--- config.mk ---
export PLATFORM = sky130hd
export DESIGN_NAME = z80_bus_master
export DESIGN_NICKNAME = d
export VERILOG_FILES = /design/src/rtl/z80_bus_pkg.sv /design/src/rtl/sync2.sv /design/src/rtl/z80_bus_master.sv
export SDC_FILE = /design/constraint.sdc
export NUM_CORES = 1
export LEC_CHECK = 0
export CORE_MARGIN = 10
export CORE_UTILIZATION = 44
export CTS_CLUSTER_DIAMETER = 30
export DETAILED_ROUTE_END_ITERATION = 7
export PLACE_DENSITY = 0.75
export RECOVER_POWER = 100
export SYNTH_ARGS = -nofsm -noshare
export SYNTH_HDL_FRONTEND = slang
export SYNTH_SLANG_ARGS = --single-unit
--- constraint.sdc ---
create_clock -name clock -period 2 [get_ports clock]
set_clock_uncertainty 0.15 [all_clocks]
set_input_delay 0.4 -clock clock [delete_from_list [all_inputs] [get_ports clock]]
set_output_delay 0.4 -clock clock [all_outputs]
set_load 0.02 [all_outputs]
--- src/rtl/z80_bus_pkg.sv ---
// Shared encodings for the Z80 bus master and the command-line parser that drives it.
package z80_bus_pkg;

  typedef enum logic [1:0] {
    OP_HALT    = 2'd0,
    OP_RELEASE = 2'd1,
    OP_READ    = 2'd2,
    OP_WRITE   = 2'd3
  } cmd_op_e;

  typedef enum logic [2:0] {
    ST_IDLE     = 3'd0,
    ST_REQ      = 3'd1,
    ST_WAIT_ACK = 3'd2,
    ST_OWNED    = 3'd3,
    ST_SETUP    = 3'd4,
    ST_STROBE   = 3'd5,
    ST_HOLD     = 3'd6,
    ST_REL_WAIT = 3'd7
  } bus_state_e;

  // Larger of two integers, used to size the shared phase/ack timer.
  function automatic int max_of(input int a, input int b);
    return (a > b) ? a : b;
  endfunction

endpackage

--- src/rtl/sync2.sv ---
// Two-flop synchroniser; resets to 1 so an idle (high) bus acknowledge is seen after reset.
module sync2 (
  input  logic clock,
  input  logic reset,
  input  logic d,
  output logic q
);

  logic meta;

  // Shift the asynchronous input through two flops before anyone looks at it.
  always_ff @(posedge clock or negedge reset) begin
    if (!reset) begin
      meta <= 1'b1;
      q    <= 1'b1;
    end else begin
      meta <= d;
      q    <= meta;
    end
  end

endmodule

--- src/rtl/z80_bus_master.sv ---
// Z80 bus master: requests the bus, performs single-byte peek/poke cycles, then hands the bus back.
module z80_bus_master
  import z80_bus_pkg::*;
#(
  parameter int ACK_TIMEOUT = 4095,
  parameter int SETUP_CYC   = 2,
  parameter int STROBE_CYC  = 4,
  parameter int HOLD_CYC    = 1
) (
  input  logic        clock,
  input  logic        reset,
  input  logic        cmd_valid,
  output logic        cmd_ready,
  input  logic [1:0]  cmd_op,
  input  logic [15:0] cmd_addr,
  input  logic [7:0]  cmd_wdata,
  output logic        rsp_valid,
  output logic [7:0]  rsp_data,
  output logic        rsp_err,
  output logic        owned,
  output logic        busrq_n,
  input  logic        busak_n,
  output logic        bus_oe,
  output logic        data_oe,
  output logic [15:0] addr,
  output logic [7:0]  dout,
  input  logic [7:0]  din,
  output logic        mreq_n,
  output logic        rd_n,
  output logic        wr_n
);

  localparam int TMAX = max_of(max_of(ACK_TIMEOUT, SETUP_CYC), max_of(STROBE_CYC, HOLD_CYC));
  localparam int TW   = $clog2(TMAX + 1);

  bus_state_e    state_q, state_d;
  cmd_op_e       op_q, op_d;
  logic [TW-1:0] timer_q, timer_d, timer_inc;
  logic [7:0]    rd_byte_q, rd_byte_d;
  logic          ak_s;
  logic          cmd_fire;
  logic          in_owned_phase;

  logic          busrq_n_d, mreq_n_d, rd_n_d, wr_n_d, bus_oe_d, data_oe_d, owned_d;
  logic          rsp_valid_d, rsp_err_d, cmd_ready_d;
  logic [15:0]   addr_d;
  logic [7:0]    dout_d, rsp_data_d;

  sync2 u_busak_sync (
    .clock (clock),
    .reset (reset),
    .d     (busak_n),
    .q     (ak_s)
  );

  assign cmd_fire       = cmd_valid & cmd_ready;
  assign timer_inc      = (timer_q == TW'(TMAX)) ? timer_q : timer_q + TW'(1);
  assign in_owned_phase = (state_q == ST_OWNED) || (state_q == ST_SETUP) ||
                          (state_q == ST_STROBE) || (state_q == ST_HOLD);

  // Next-state and next-output logic; losing the acknowledge while holding the bus overrides everything.
  always_comb begin
    state_d     = state_q;
    op_d        = op_q;
    timer_d     = timer_q;
    rd_byte_d   = rd_byte_q;
    busrq_n_d   = busrq_n;
    mreq_n_d    = mreq_n;
    rd_n_d      = rd_n;
    wr_n_d      = wr_n;
    bus_oe_d    = bus_oe;
    data_oe_d   = data_oe;
    owned_d     = owned;
    addr_d      = addr;
    dout_d      = dout;
    rsp_valid_d = 1'b0;
    rsp_data_d  = rsp_data;
    rsp_err_d   = rsp_err;

    case (state_q)
      ST_IDLE: begin
        if (cmd_fire) begin
          if (cmd_op_e'(cmd_op) == OP_HALT) begin
            state_d = ST_REQ;
          end else begin
            rsp_valid_d = 1'b1;
            rsp_err_d   = 1'b1;
            rsp_data_d  = 8'h00;
          end
        end
      end
      ST_REQ: begin
        busrq_n_d = 1'b0;
        timer_d   = '0;
        state_d   = ST_WAIT_ACK;
      end
      ST_WAIT_ACK: begin
        if (!ak_s) begin
          owned_d     = 1'b1;
          bus_oe_d    = 1'b1;
          rsp_valid_d = 1'b1;
          rsp_err_d   = 1'b0;
          rsp_data_d  = 8'h00;
          state_d     = ST_OWNED;
        end else if (timer_q >= TW'(ACK_TIMEOUT - 1)) begin
          busrq_n_d   = 1'b1;
          rsp_valid_d = 1'b1;
          rsp_err_d   = 1'b1;
          rsp_data_d  = 8'h00;
          state_d     = ST_IDLE;
        end else begin
          timer_d = timer_inc;
        end
      end
      ST_OWNED: begin
        if (cmd_fire) begin
          case (cmd_op_e'(cmd_op))
            OP_HALT: begin
              rsp_valid_d = 1'b1;
              rsp_err_d   = 1'b0;
              rsp_data_d  = 8'h00;
            end
            OP_RELEASE: begin
              bus_oe_d  = 1'b0;
              data_oe_d = 1'b0;
              owned_d   = 1'b0;
              busrq_n_d = 1'b1;
              state_d   = ST_REL_WAIT;
            end
            OP_READ: begin
              op_d    = OP_READ;
              addr_d  = cmd_addr;
              timer_d = '0;
              state_d = ST_SETUP;
            end
            default: begin
              op_d      = OP_WRITE;
              addr_d    = cmd_addr;
              dout_d    = cmd_wdata;
              data_oe_d = 1'b1;
              timer_d   = '0;
              state_d   = ST_SETUP;
            end
          endcase
        end
      end
      ST_SETUP: begin
        if (timer_q >= TW'(SETUP_CYC - 1)) begin
          timer_d  = '0;
          mreq_n_d = 1'b0;
          if (op_q == OP_READ) rd_n_d = 1'b0;
          else                 wr_n_d = 1'b0;
          state_d  = ST_STROBE;
        end else begin
          timer_d = timer_inc;
        end
      end
      ST_STROBE: begin
        if (timer_q >= TW'(STROBE_CYC - 1)) begin
          timer_d  = '0;
          mreq_n_d = 1'b1;
          rd_n_d   = 1'b1;
          wr_n_d   = 1'b1;
          if (op_q == OP_READ) rd_byte_d = din;
          state_d  = ST_HOLD;
        end else begin
          timer_d = timer_inc;
        end
      end
      ST_HOLD: begin
        if (timer_q >= TW'(HOLD_CYC - 1)) begin
          timer_d     = '0;
          data_oe_d   = 1'b0;
          rsp_valid_d = 1'b1;
          rsp_err_d   = 1'b0;
          rsp_data_d  = (op_q == OP_READ) ? rd_byte_q : 8'h00;
          state_d     = ST_OWNED;
        end else begin
          timer_d = timer_inc;
        end
      end
      ST_REL_WAIT: begin
        if (ak_s) begin
          rsp_valid_d = 1'b1;
          rsp_err_d   = 1'b0;
          rsp_data_d  = 8'h00;
          state_d     = ST_IDLE;
        end
      end
      default: state_d = ST_IDLE;
    endcase

    if (ak_s && in_owned_phase) begin
      mreq_n_d    = 1'b1;
      rd_n_d      = 1'b1;
      wr_n_d      = 1'b1;
      bus_oe_d    = 1'b0;
      data_oe_d   = 1'b0;
      owned_d     = 1'b0;
      busrq_n_d   = 1'b1;
      rsp_valid_d = 1'b1;
      rsp_err_d   = 1'b1;
      rsp_data_d  = 8'h00;
      timer_d     = '0;
      state_d     = ST_IDLE;
    end
  end

  assign cmd_ready_d = (state_d == ST_IDLE) || (state_d == ST_OWNED);

  // Register state, timer and every bus/response output so the pins are glitch-free.
  always_ff @(posedge clock or negedge reset) begin
    if (!reset) begin
      state_q   <= ST_IDLE;
      op_q      <= OP_HALT;
      timer_q   <= '0;
      rd_byte_q <= 8'h00;
      busrq_n   <= 1'b1;
      mreq_n    <= 1'b1;
      rd_n      <= 1'b1;
      wr_n      <= 1'b1;
      bus_oe    <= 1'b0;
      data_oe   <= 1'b0;
      owned     <= 1'b0;
      addr      <= 16'h0000;
      dout      <= 8'h00;
      cmd_ready <= 1'b0;
      rsp_valid <= 1'b0;
      rsp_data  <= 8'h00;
      rsp_err   <= 1'b0;
    end else begin
      state_q   <= state_d;
      op_q      <= op_d;
      timer_q   <= timer_d;
      rd_byte_q <= rd_byte_d;
      busrq_n   <= busrq_n_d;
      mreq_n    <= mreq_n_d;
      rd_n      <= rd_n_d;
      wr_n      <= wr_n_d;
      bus_oe    <= bus_oe_d;
      data_oe   <= data_oe_d;
      owned     <= owned_d;
      addr      <= addr_d;
      dout      <= dout_d;
      cmd_ready <= cmd_ready_d;
      rsp_valid <= rsp_valid_d;
      rsp_data  <= rsp_data_d;
      rsp_err   <= rsp_err_d;
    end
  end

endmodule

==> impl_metrics.ini, run 1 <==
[detailed_routing]
first_pass_iters = 7
wirelength_mm = 9.93
ant_nets = 0
wire_per_inst_um = 18.0
vias = 3025
vias_per_cell = 5.47
drtIter0Drc = 152
drc = 0

[layout]
nets = 492
syn2layout_area_growth_pct = 53.2
design_area_sq_mm = 0.00520
layout_common_cells = 69 x clkdlybuf4s50_1, 59 x dfrtp_1, 56 x buf_4
layout_commonest_cell = clkdlybuf4s50_1
drive_gt1_share_pct = 32.4
num_antenna_cells = 0
nFillCells = 507
fin_util_pct = 70.5

[yosys]
yosysWarnings = 0
yosysSeqAreaShare_pct = 50.4
ys_types = 59
synth_ff_type = dfrtp_1
synth_edf_count = 0
async_flop_share_pct = 100
synth_cells = 299
syn_nets = 342
synth-seq-cells = 68
synth_area_sq_mm = 0.00339
avgSynthCellArea_sq_um = 11.3

[power]
clkPwrFrac_pct = 17.0
netSwitchingFraction_pct = 39.0
total_power_mw = 6.23
intPower_mw = 3.80
pwr-share-comb_pct = 51.8
powerDensity_mw_per_mm2 = 1200
p_sw_mw = 2.43
p_seq_share_pct = 31.2
power_leakage_nw = 2.45
ir_drop_mv = 0.646

[placed_design]
place_area_sq_mm = 0.00470
dp_hpwl_mm = 6.92
io_buffer_count = 79
gp_congestion = 0.894
post-place-ws_ns = -0.359

[critical_path]
worstPathRequired_ns = 2.08
slowest_delay_ns = 0.56
worstSetupEndpointType = flop
crit_type = reg2reg
cp.arrival_ns = 2.29
cp_top_family = simple AND/OR/NAND/NOR gates
path_cells = or4_4 > o41ai_4 > or3_4 > buf_12 > mux2_4
critPathBufInv = 1
path_depth = 5
rr_worst_depth = 5
worstSetupStartpointType = flop
crit_slowest_cell = or4_4
critPathMaxFanout = 8

[timing]
tightest_slew_ns = 0.716
fmax_mhz = 451
fin_ws_ns = -0.216
timing.setup.tns_ns = -4.98
hold_viol_final = 0
rsz0062_at_grt = true
drv_slew = 0
fin_crit_ns = 2.22
period_share_pct = 111
setup_viol = 43
maxSlewHeadroom_pct = 52.3

[clock_tree]
cts_tree = done
htree_levels = 3
root_buffer = clkbuf_8
clock_latency_ns = 0.34
numCtsBuffers = 9
cts_sinks = 68
path_clk_slew_ns = 0.08
clk_path_buf_depth = 2

[die]
die_y_um = 108
rows = 31
die_area_sq_mm = 0.0116
core_area_sq_mm = 0.00737
initial_core_util_pct = 46.0
io_pins = 80
die_width_um = 108

[job]
cap_violations = 0

[grt]
grt_usage_pct = 16.8
grt_overflow = 0
antenna_found_initial = 0
grt_pass1_wl_mm = 15.5
grt_max_degree = 58
grt_pass1_vias = 3005

[worst_hold_path]
hold-path-cell-count = 0
worstHoldPathType = reg2reg

[run_status]
status = complete, but fails checks
violations = negative setup slack
==> final cells by class <==
type	instances	area (sq um)	area share [%]
Clock buffer	9	124	2.38
Clock inverter	7	58.8	1.13
Inverter	10	37.5	0.722
Multi-Input combinational cell	209	1760	33.9
Sequential cell	68	1710	33.0
Tap cell	99	124	2.38
Timing Repair Buffer	151	1380	26.5
==> power by group through the flow <==
stage,registers [mW],clock network (mW),logic [mW]
2_1_floorplan,2.24,0,1.16
3_3_place_gp,1.96,0,2.64
3_5_place_dp,1.97,0,2.70
4_1_cts,1.96,1.08,3.01
5_1_grt,1.99,1.15,3.45
6_report,1.95,1.06,3.23
==> kinds of logic (layout without fill, tap and decap cells) <==
logic type	count (synthesis)	count (layout)	share of synthesized area (%)
multiplexers	41	41	14.5
AND/OR/NAND/NOR	85	85	14.4
adder cells (fa/ha/maj)	5	5	1.85
buffers and inverters	22	177	2.88
AO/OA/AOI/OAI	78	78	16.0
flip-flops	68	68	50.4
==> what timing repair did <==
action | CTS | global route
hold endpoints to repair | 11 | 0
setup buffers | 7 | 7
hold buffers | 1 | 0
endpoints found under the setup margin | 62 | 59
pin swaps | 14 | 22
gates resized for setup | 36 | 32
==> cells in the mapped netlist, types with 2 or more instances <==
cell type | instances | area [sq um]
dfrtp_1 | 62 | 1550
mux2_1 | 24 | 270
a21oi_1 | 23 | 115
nand2_1 | 19 | 71.3
nor2_1 | 16 | 60.1
and3_1 | 11 | 68.8
inv_1 | 10 | 37.5
o21ai_0 | 10 | 50.1
mux2_2 | 9 | 101
a31oi_1 | 8 | 50.1
mux2_4 | 8 | 120
a21o_1 | 7 | 52.6
nor3_1 | 7 | 35.0
clkbuf_1 | 6 | 22.5
dfstp_2 | 6 | 158
nand3_1 | 6 | 30.0
o21ai_1 | 6 | 30.0
ha_1 | 5 | 62.6
a22o_1 | 4 | 35.0
nand2b_1 | 4 | 25.0
or3_1 | 4 | 25.0
buf_2 | 3 | 15.0
o31ai_1 | 3 | 22.5
a21boi_0 | 2 | 15.0
or2_2 | 2 | 12.5
==> per-stage QoR <==
stage | cells | hold WS, ns
2_1_floorplan | 299 | -0.0456
3_3_place_gp | 523 | 0.151
3_5_place_dp | 523 | 0.150
4_1_cts | 547 | 0.220
5_1_grt | 553 | 0.230
6_report | 553 | 0.223
==> layer usage <==
metal / track usage (%) / vias to the layer above / part of all wire, %
met5: 0 / - / 0
met4: 4.10 / 0 / 1.5
met3: 6.35 / 15 / 6.5
met2: 29.4 / 122 / 52
met1: 18.8 / 1490 / 40
li1: - / 1398 / -
==> state kept, by name, indices dropped and copies added, names as in the netlist <==
signal and count:
addr 16, timer_q 12, dout 8, rd_byte_q 8
rsp_data 8, state_q 3, op_q 2, bus_oe 1
busrq_n 1, cmd_ready 1, data_oe 1, mreq_n 1
rd_n 1, rsp_err 1, rsp_valid 1, u_busak_sync.meta 1
u_busak_sync.q 1, wr_n 1
==> final timing paths <==
path                                             start                  endpoint  slack [ns]
max                             timer_q[4]$_DFFE_PN0P_  rd_byte_q[4]$_DFFE_PN0P_       -0.22
max in group asynchronous                        reset      state_q[0]$_DFF_PN0_        0.07
min in group asynchronous                        reset       addr[7]$_DFFE_PN0P_        0.44
max reg2reg                     timer_q[4]$_DFFE_PN0P_  rd_byte_q[4]$_DFFE_PN0P_       -0.22
min reg2reg                u_busak_sync.meta$_DFF_PN1_  u_busak_sync.q$_DFF_PN1_        0.22
min                        u_busak_sync.meta$_DFF_PN1_  u_busak_sync.q$_DFF_PN1_        0.22
==> worst reg2reg max path: stages, from the launching register on <==
cell and delay, ns:
dfrtp_1 0.39, or4_4 0.56, o41ai_4 0.35, or3_4 0.21
buf_12 0.13, mux2_4 0.31
Power figures use the tool's default switching activity.
==> inputs of run 2 (changes only) <==
PLACE_DENSITY = 0.77   (was 0.75)
SLEW_MARGIN = 20   (was not set)
==> run 2 against run 1 <==
Effect of this change: the flow still finishes with violations (negative setup slack); critical path type unchanged; sequential power barely moved; largest power group unchanged; highest routed layer unchanged; design area is 2.9% higher; fmax up 1.3%; register-to-register slack improved by 0.03 ns.
==> impl_metrics.ini, run 2 (synthesis results as in run 1) <==
[detailed_routing]
highest_layer = met4
wl_met3_um = 755
vias_per_cell = 5.55
drc = 0
wl_met1_mm = 4.18
first_pass_iters = 5
ant_nets = 0
vias = 3098
wl_met2_mm = 5.45
drtIter0Drc = 226
wire_per_inst_um = 19.1
wirelength_mm = 10.6

[clock_tree]
clk_path_buf_depth = 2
clock_latency_ns = 0.36
cts_sinks = 68
htree_levels = 3
path_clk_slew_ns = 0.08
cts_tree = done
root_buffer = clkbuf_8
numCtsBuffers = 9

[layout]
num_antenna_cells = 0
finalNonFillerCells = 558
syn2layout_area_growth_pct = 57.7
nets = 497
design_area_sq_mm = 0.00535
largest_reg_flops = 16
drive_gt1_share_pct = 35.5
top_register = addr
layout_commonest_cell = clkdlybuf4s50_1
seq_area_sq_mm = 0.00171
multi_input_area_sq_mm = 0.00185
nFillCells = 480
layout_common_cells = 61 x clkdlybuf4s50_1, 60 x dfrtp_1, 60 x buf_4
reg_top3 = addr x16, timer_q x12

[critical_path]
slowest_delay_ns = 0.57
critPathMaxFanout = 8
rr_worst_depth = 5
crit_slowest_cell = or4_4
worstPathRequired_ns = 2.09
cp.arrival_ns = 2.28
crit_type = reg2reg
path_cells = or4_4 > o41ai_4 > or3_4 > buf_12 > mux2_4
worstSetupEndpointType = flop
worstSetupStartpointType = flop

[job]
cap_violations = 0

[placed_design]
gp_congestion = 0.894
place_area_sq_mm = 0.00474
io_buffer_count = 79
dp_hpwl_mm = 6.86
dp_cells = 526

[timing]
fin_crit_ns = 2.19
hold_viol_final = 0
fmax_mhz = 457
rsz0062_at_grt = true
drv_slew = 0
tightest_slew_ns = 0.912
maxSlewHeadroom_pct = 39.2
fin_ws_ns = -0.188
setup_viol = 41
period_share_pct = 109

[grt]
antenna_found_initial = 0
grt_overflow = 0
grt_usage_pct = 17.7
grt_pass1_wl_mm = 16.3
grt_pass1_vias = 3074
grt_max_degree = 69

[die]
die_area_sq_mm = 0.0116
rows = 31
core_area_sq_mm = 0.00737
io_pins = 80
die_width_um = 108
initial_core_util_pct = 46.0
die_y_um = 108

[power]
intPower_mw = 4.10
power_leakage_nw = 2.52
pwr-share-comb_pct = 51.8
powerDensity_mw_per_mm2 = 1250
ir_drop_mv = 1.02
p_seq_share_pct = 29.1
p_sw_mw = 2.61
clkPwrFrac_pct = 19.1
netSwitchingFraction_pct = 38.9

[run_status]
status = complete, but fails checks
violations = negative setup slack

[worst_hold_path]
hold-path-cell-count = 0
worstHoldPathType = reg2reg
[run 2: cell types whose count changed in the layout (fill, tap and decap cells not counted), sizes merged]
| cell | change |
|---|---|
| buf | +3 |
| clkbuf | +2 |
| a21oi | +1 |
| clkdlybuf4s50 | -8 |
| dlygate4sd3 | +7 |
| inv | -2 |
| bufinv | +2 |
[run 2: worst max-delay path, delay by kind of cell, from the launching register on]
family / cells / cell delay [ns]
AOI/OAI and AO/OA: 1 / 0.33
buffers and inverters: 1 / 0.13
DFF: 1 / 0.38
muxes: 1 / 0.30
and+or+nand+nor: 2 / 0.77
[run 2: path summary, 6_finish.rpt]
check | to | from | slack [ns]
setup / recovery | rd_byte_q[3]$_DFFE_PN0P_ | timer_q[4]$_DFFE_PN0P_ | -0.19
hold / removal | u_busak_sync.q$_DFF_PN1_ | u_busak_sync.meta$_DFF_PN1_ | 0.22
setup reg to reg | rd_byte_q[3]$_DFFE_PN0P_ | timer_q[4]$_DFFE_PN0P_ | -0.19
hold reg to reg | u_busak_sync.q$_DFF_PN1_ | u_busak_sync.meta$_DFF_PN1_ | 0.22
max in group asynchronous | timer_q[3]$_DFFE_PN0P_ | reset | 0.39
min in group asynchronous | addr[4]$_DFFE_PN0P_ | reset | 0.68
[run 2: final cells by class]
cell class	instances	share of cell area (%)
multi-input cells	210	34.6
repair buffers	155	26.1
flip-flops and latches	68	32.0
well taps	99	2.32
clock buffers	9	2.32
inverters	10	0.796
clock inverters	7	1.85
[run 2: metal layers]
metal	up-vias	global-route usage, %
li1	1410	-
met1	1515	20.9
met2	151	30.3
met3	22	4.37
met4	0	6.39
met5	-	0
[run 2: power by group through the flow]
stage	registers, mW	logic (mW)	clock network, mW
3_5_place_dp	1.96	2.78	0
6_report	1.96	3.48	1.28
2_1_floorplan	2.24	1.16	0
5_1_grt	1.99	3.68	1.34
4_1_cts	1.95	3.09	1.29
3_3_place_gp	1.94	2.72	0
[run 2: what timing repair did]
item                                    4_1_cts  5_1_grt
gates resized for setup                      39       40
pin swaps                                     9       17
hold endpoints to repair                     62        0
gates cloned                                  1        1
buffers inserted                              9        5
hold buffers                                  1        0
endpoints found under the setup margin       37       50
[run 2: metrics by stage]
stage | utilization [%] | hold slack [ns] | power, mW | TNS (ns) | setup slack, ns
final | 72.5 | 0.222 | 6.71 | -4.85 | -0.188
after global routing | 72.5 | 0.229 | 7.01 | -7.41 | -0.236
after CTS | 70.3 | 0.222 | 6.34 | -2.67 | -0.163
after detailed placement | 64.3 | 0.210 | 4.74 | -13.55 | -0.486
after global placement | 64.3 | 0.196 | 4.66 | -11.67 | -0.319
after floorplan | - | -0.0456 | 3.40 | -1.41 | -0.177
==> inputs of run 3 (changes only) <==
CTS_BUF_LIST = sky130_fd_sc_hd__clkbuf_4 sky130_fd_sc_hd__clkbuf_8   (was not set)
==> results of run 3 <==
The final DEF is identical to that of run 2; final timing and power are the same.
